### config.mk
export PLATFORM = sky130hd
export DESIGN_NAME = sm3_compress_multi
export DESIGN_NICKNAME = d
export VERILOG_FILES = /design/src/rtl/sm3_compress_multi.sv
export SDC_FILE = /design/constraint.sdc
export NUM_CORES = 2
export LEC_CHECK = 0
export CORE_MARGIN = 1.5
export CORE_UTILIZATION = 40
export DETAILED_ROUTE_END_ITERATION = 16
export PLACE_DENSITY = 0.6
export SLEW_MARGIN = 20
export SYNTH_ARGS = -nofsm -noshare
export SYNTH_HDL_FRONTEND = slang
export SYNTH_SLANG_ARGS = --single-unit
### constraint.sdc
create_clock -name clk -period 59.5 [get_ports clk]
set_input_delay 11.9 -clock clk [delete_from_list [all_inputs] [get_ports clk]]
set_output_delay 11.9 -clock clk [all_outputs]
set_load 0.03 [all_outputs]
### src/rtl/sm3_compress_multi.sv
// sm3_compress_multi: SM3 compression engine, RPC rounds per clock, chains IV across the blocks of a message
// Ports: clk/rst (async, active high); in_valid/in_ready/in_data/in_first/in_last block input handshake;
//        out_valid/out_ready/hash_out digest output handshake; busy high while rounds or feed-forward run.
module sm3_compress_multi #(
  parameter int RPC = 1,
  parameter logic [255:0] IV = 256'h7380166f4914b2b9172442d7da8a0600a96f30bc163138aae38dee4db0fb0e4e
) (
  input  logic         clk,
  input  logic         rst,
  input  logic         in_valid,
  output logic         in_ready,
  input  logic [511:0] in_data,
  input  logic         in_first,
  input  logic         in_last,
  output logic         out_valid,
  input  logic         out_ready,
  output logic [255:0] hash_out,
  output logic         busy
);
  if (!(RPC == 1 || RPC == 2 || RPC == 4 || RPC == 8)) begin : g_bad_rpc
    $error("RPC must be 1, 2, 4 or 8");
  end
  typedef enum logic [1:0] {IDLE, ROUND, FEED, HOLD} state_t;
  state_t state_q, state_d;
  logic [5:0] j_q, j_d;
  logic [511:0] w_q, w_d, w_nxt;
  logic [255:0] s_q, s_d, s_nxt, v_q, v_d, hash_q, hash_d;
  logic last_q, last_d, in_ready_q, in_ready_d, hs;
  function automatic logic [31:0] rotl(input logic [31:0] x, input logic [4:0] n);
    logic [63:0] t;
    t = {x, x} << n;
    return t[63:32];
  endfunction
  function automatic logic [31:0] p0(input logic [31:0] x);
    return x ^ rotl(x, 5'd9) ^ rotl(x, 5'd17);
  endfunction
  function automatic logic [31:0] p1(input logic [31:0] x);
    return x ^ rotl(x, 5'd15) ^ rotl(x, 5'd23);
  endfunction
  function automatic logic [255:0] sm3_round(input logic [255:0] s, input logic [5:0] j,
                                             input logic [31:0] w, input logic [31:0] wp);
    logic [31:0] a, b, c, d, e, f, g, h, t, ss1, ss2, tt1, tt2;
    {a, b, c, d, e, f, g, h} = s;
    t   = rotl(j < 6'd16 ? 32'h79cc4519 : 32'h7a879d8a, j[4:0]);
    ss1 = rotl(rotl(a, 5'd12) + e + t, 5'd7);
    ss2 = ss1 ^ rotl(a, 5'd12);
    tt1 = (j < 6'd16 ? a ^ b ^ c : (a & b) | (a & c) | (b & c)) + d + ss2 + wp;
    tt2 = (j < 6'd16 ? e ^ f ^ g : (e & f) | (~e & g)) + h + ss1 + w;
    return {tt1, a, rotl(b, 5'd9), c, p0(tt2), e, rotl(f, 5'd19), g};
  endfunction
  assign hs = in_valid & in_ready_q;
  // ext[0..15] is the current window W[j..j+15]; ext[16..] are the words the window shifts in this cycle
  always_comb begin
    logic [31:0] ext [0:15+RPC];
    logic [255:0] s [0:RPC];
    for (int i = 0; i < 16; i++) ext[i] = w_q[511-32*i -: 32];
    for (int n = 16; n < 16 + RPC; n++)
      ext[n] = p1(ext[n-16] ^ ext[n-9] ^ rotl(ext[n-3], 5'd15)) ^ rotl(ext[n-13], 5'd7) ^ ext[n-6];
    s[0] = s_q;
    for (int k = 0; k < RPC; k++) s[k+1] = sm3_round(s[k], j_q + 6'(k), ext[k], ext[k] ^ ext[k+4]);
    s_nxt = s[RPC];
    w_nxt = '0;
    for (int i = 0; i < 16; i++) w_nxt[511-32*i -: 32] = ext[i+RPC];
  end
  always_comb begin
    state_d = state_q;
    case (state_q)
      IDLE:  state_d = hs ? ROUND : IDLE;
      ROUND: state_d = (7'(j_q) + 7'(RPC) == 7'd64) ? FEED : ROUND;
      FEED:  state_d = last_q ? HOLD : IDLE;
      HOLD:  state_d = out_ready ? IDLE : HOLD;
      default: state_d = IDLE;
    endcase
  end
  always_comb begin
    j_d        = state_q == ROUND ? j_q + 6'(RPC) : 6'd0;
    w_d        = hs ? in_data : state_q == ROUND ? w_nxt : w_q;
    s_d        = hs ? (in_first ? IV : v_q) : state_q == ROUND ? s_nxt : s_q;
    v_d        = hs ? (in_first ? IV : v_q) : state_q == FEED ? s_q ^ v_q : v_q;
    last_d     = hs ? in_last : last_q;
    hash_d     = (state_q == FEED && last_q) ? s_q ^ v_q : hash_q;
    in_ready_d = state_d == IDLE;
  end
  always_ff @(posedge clk or posedge rst) begin
    if (rst) begin
      state_q    <= IDLE;
      j_q        <= '0;
      w_q        <= '0;
      s_q        <= '0;
      v_q        <= IV;
      last_q     <= 1'b0;
      hash_q     <= '0;
      in_ready_q <= 1'b0;
    end else begin
      state_q    <= state_d;
      j_q        <= j_d;
      w_q        <= w_d;
      s_q        <= s_d;
      v_q        <= v_d;
      last_q     <= last_d;
      hash_q     <= hash_d;
      in_ready_q <= in_ready_d;
    end
  end
  always_comb begin
    in_ready  = in_ready_q;
    out_valid = state_q == HOLD;
    busy      = state_q == ROUND || state_q == FEED;
    hash_out  = hash_q;
  end
endmodule

==> metrics.cfg <==
[outcome]
outcome=completed

[sta]
worst_slew_pin_slew_ps=1259
finalSetupTns_ps=0
setup_viol=0
relSlewSlack_pct=15.77
post-route-period-util_pct=28.21
finalMaxSlewViolations=0
finClkSkew_ps=47.98
whs_ps=482.8
hold_viol=0
fmax_ghz=0.05959
rsz0062_at_grt=false
post-route-min-period_ps=16780

[floorplanning]
die_w_um=432.6
io_pins=777
fp.coreArea_um2=183300
initial_core_util_pct=40.29
die_h_um=432.6
row_count=157
die-area_um2=187200

[logic_synthesis]
synth_top_family_by_area=compound AO/OA/AOI/OAI gates
syn_inst=7933
synth_edf_count=0
synth-xor-area-share_pct=8.221
synth_area_um2=73830
synthMuxAreaShare_pct=10.86
synthTopCellsByArea=dfrtp_1 (40%), mux2i_1 (11%), o21ai_0 (6.8%)
ys_top_cells_by_count=dfrtp_1 (1171), nand2_1 (1037), o21ai_0 (1009)
syn_area_per_cell_um2=9.307
yosysWarnings=0
ys_seq_elements=1290
async_flop_share_pct=100.0
synth-compound-area-share_pct=15.47
synthAdderAreaFrac_pct=6.843
synth.most_common_cell=dfrtp_1
yosysTopAreaCell=dfrtp_1
synth_cell_types=75
yosysTopAreaCellShare_pct=39.69
synth-main-ff-cell=dfrtp_1
ys_seq_area_share_pct=43.92
yosys.area_share.simple_pct=10.20
syn_nets=8742

[run]
maxCapViolations=0

[route]
dr.pass1.iters=6
vias=61830
post_drt_wl_per_cell_um=27.79
final_antenna_net_count=0
drt_iter0_drc=6927
viasPerCell=5.660
drc=0
routed_wl_um=303600

[clock_tree]
ctsHoldBuffers=0
cts_tree=built
cts_buffers=147
cts_root_buf=clkbuf_16
cts.sinks=1290
insertion_delay_ps=860
clkTransAtPathRegs_ps=60
post_cts_buffers=0
cts.path.max_buffers=3
cts_resized=0
cts_max_level=4

[setup_path]
cp_top_family=buffers and inverters
crit_chain=clkdlybuf4s50_1, and2_4, buf_12, buf_4, buf_4, buf_4, buf_4, a21oi_1, o21ai_0, o21ai_0
max_stage_delay_ps=970
cp.arrival_ps=17480
crit_path_frequent_cell=buf_4
critPathMaxFanout=275
start_kind=input port
cp_slowest_cell=buf_4
cp.required_ps=60200
cp_num_buf_inv=6
worstSetupEndpointType=flip-flop
path_class=in -> reg

[finish]
drive_gt1_share_pct=5.891
area_growth_pct=19.59
fin_nets=9144
utilization_pct=48.18

[grt]
grt_overflow_total=0
grtUsageTotal_pct=31.82
grt_pass1_vias=58800
grt_max_degree=276
grt_pass1_wl_um=428500
antenna_found_initial=7

[placed_design]
portBuffers=776
dp_hpwl_um=227700
gp_congestion=1.016

[worst_hold_path]
min_path_type=reg -> reg

sequential cells by signal, summed over array words and instances (netlist names):
register,flops
w_q,512
hash_out,256
s_q,256
v_q,256
j_q,6
state_q,2
in_ready,1
last_q,1
cell usage in the layout (no fill, tap or decap), types with 153 or more instances in the layout:
| cell type | count |
|---|---|
| nand3_1 | 153 |
| clkdlybuf4s50_1 | 775 |
| fa_1 | 188 |
| o21ai_0 | 1009 |
| inv_1 | 240 |
| dfrtp_1 | 1171 |
| nand2_1 | 1035 |
| a21oi_1 | 828 |
| xnor2_1 | 545 |
| mux2i_1 | 793 |
| nor2_1 | 420 |
per-stage QoR:
stage	instance area [um2]	instances	setup slack, ps
2_1_floorplan	73830	7933	11440
3_3_place_gp	83280	10650	42110
3_5_place_dp	83280	10650	42020
4_1_cts	88240	10920	42930
5_1_grt	88290	10920	42200
6_report	88300	10920	42720
final cells by class:
class / instances / area, um2
clock buffer: 218 / 4288
fill: 17170 / 94980
sequential: 1290 / 32430
tap: 2464 / 3083
antenna: 6 / 15.01
clock inverter: 50 / 670.6
multi-input combinational: 5761 / 38170
inverter: 245 / 928.4
timing repair buffer: 890 / 8711
final timing paths:
path	from	to	slack, ps	depth (start not counted)
min in group asynchronous	rst	w_q[465]$_DFFE_PP0P_	11610	2
worst min register to register	last_q$_DFFE_PP0P_	last_q$_DFFE_PP0P_	480	2
max in group asynchronous	rst	s_q[205]$_DFFE_PP0P_	44040	6
worst max register to register	j_q[4]$_DFF_PP0_	s_q[102]$_DFFE_PP0P_	47790	35
worst max-delay path	in_valid	v_q[0]$_DFFE_PP0P_	42720	10
worst min-delay path	last_q$_DFFE_PP0P_	last_q$_DFFE_PP0P_	480	2
logic make-up after synthesis:
group                      after synthesis
AOI/OAI and AO/OA                     2144
xor gates and xnor gates               684
adders and majority gates              291
buffers and inverters                  882
DFF                                   1290
muxes                                  799
and+or+nand+nor                       1843
per-layer routing:
metal / track usage, % / vias up / wire length [um] / share of wire (%)
met3: 5.692 / 476 / 22430 / 7.4
met2: 49.95 / 2640 / 140300 / 46
met4: 13.61 / 4 / 14000 / 4.6
met5: 0 / - / 25 / 0.0082
li1: - / 27810 / - / -
met1: 43.13 / 30900 / 126800 / 42
tightest hold or removal path, stage by stage (launching register included):
cell and delay [ps]:
dfrtp_1 350, nand2_1 50, nand2_1 60
Power is left out: the tool's default activity adds up to more than one toggle a clock period on the data nets, which glitch-free logic cannot reach.
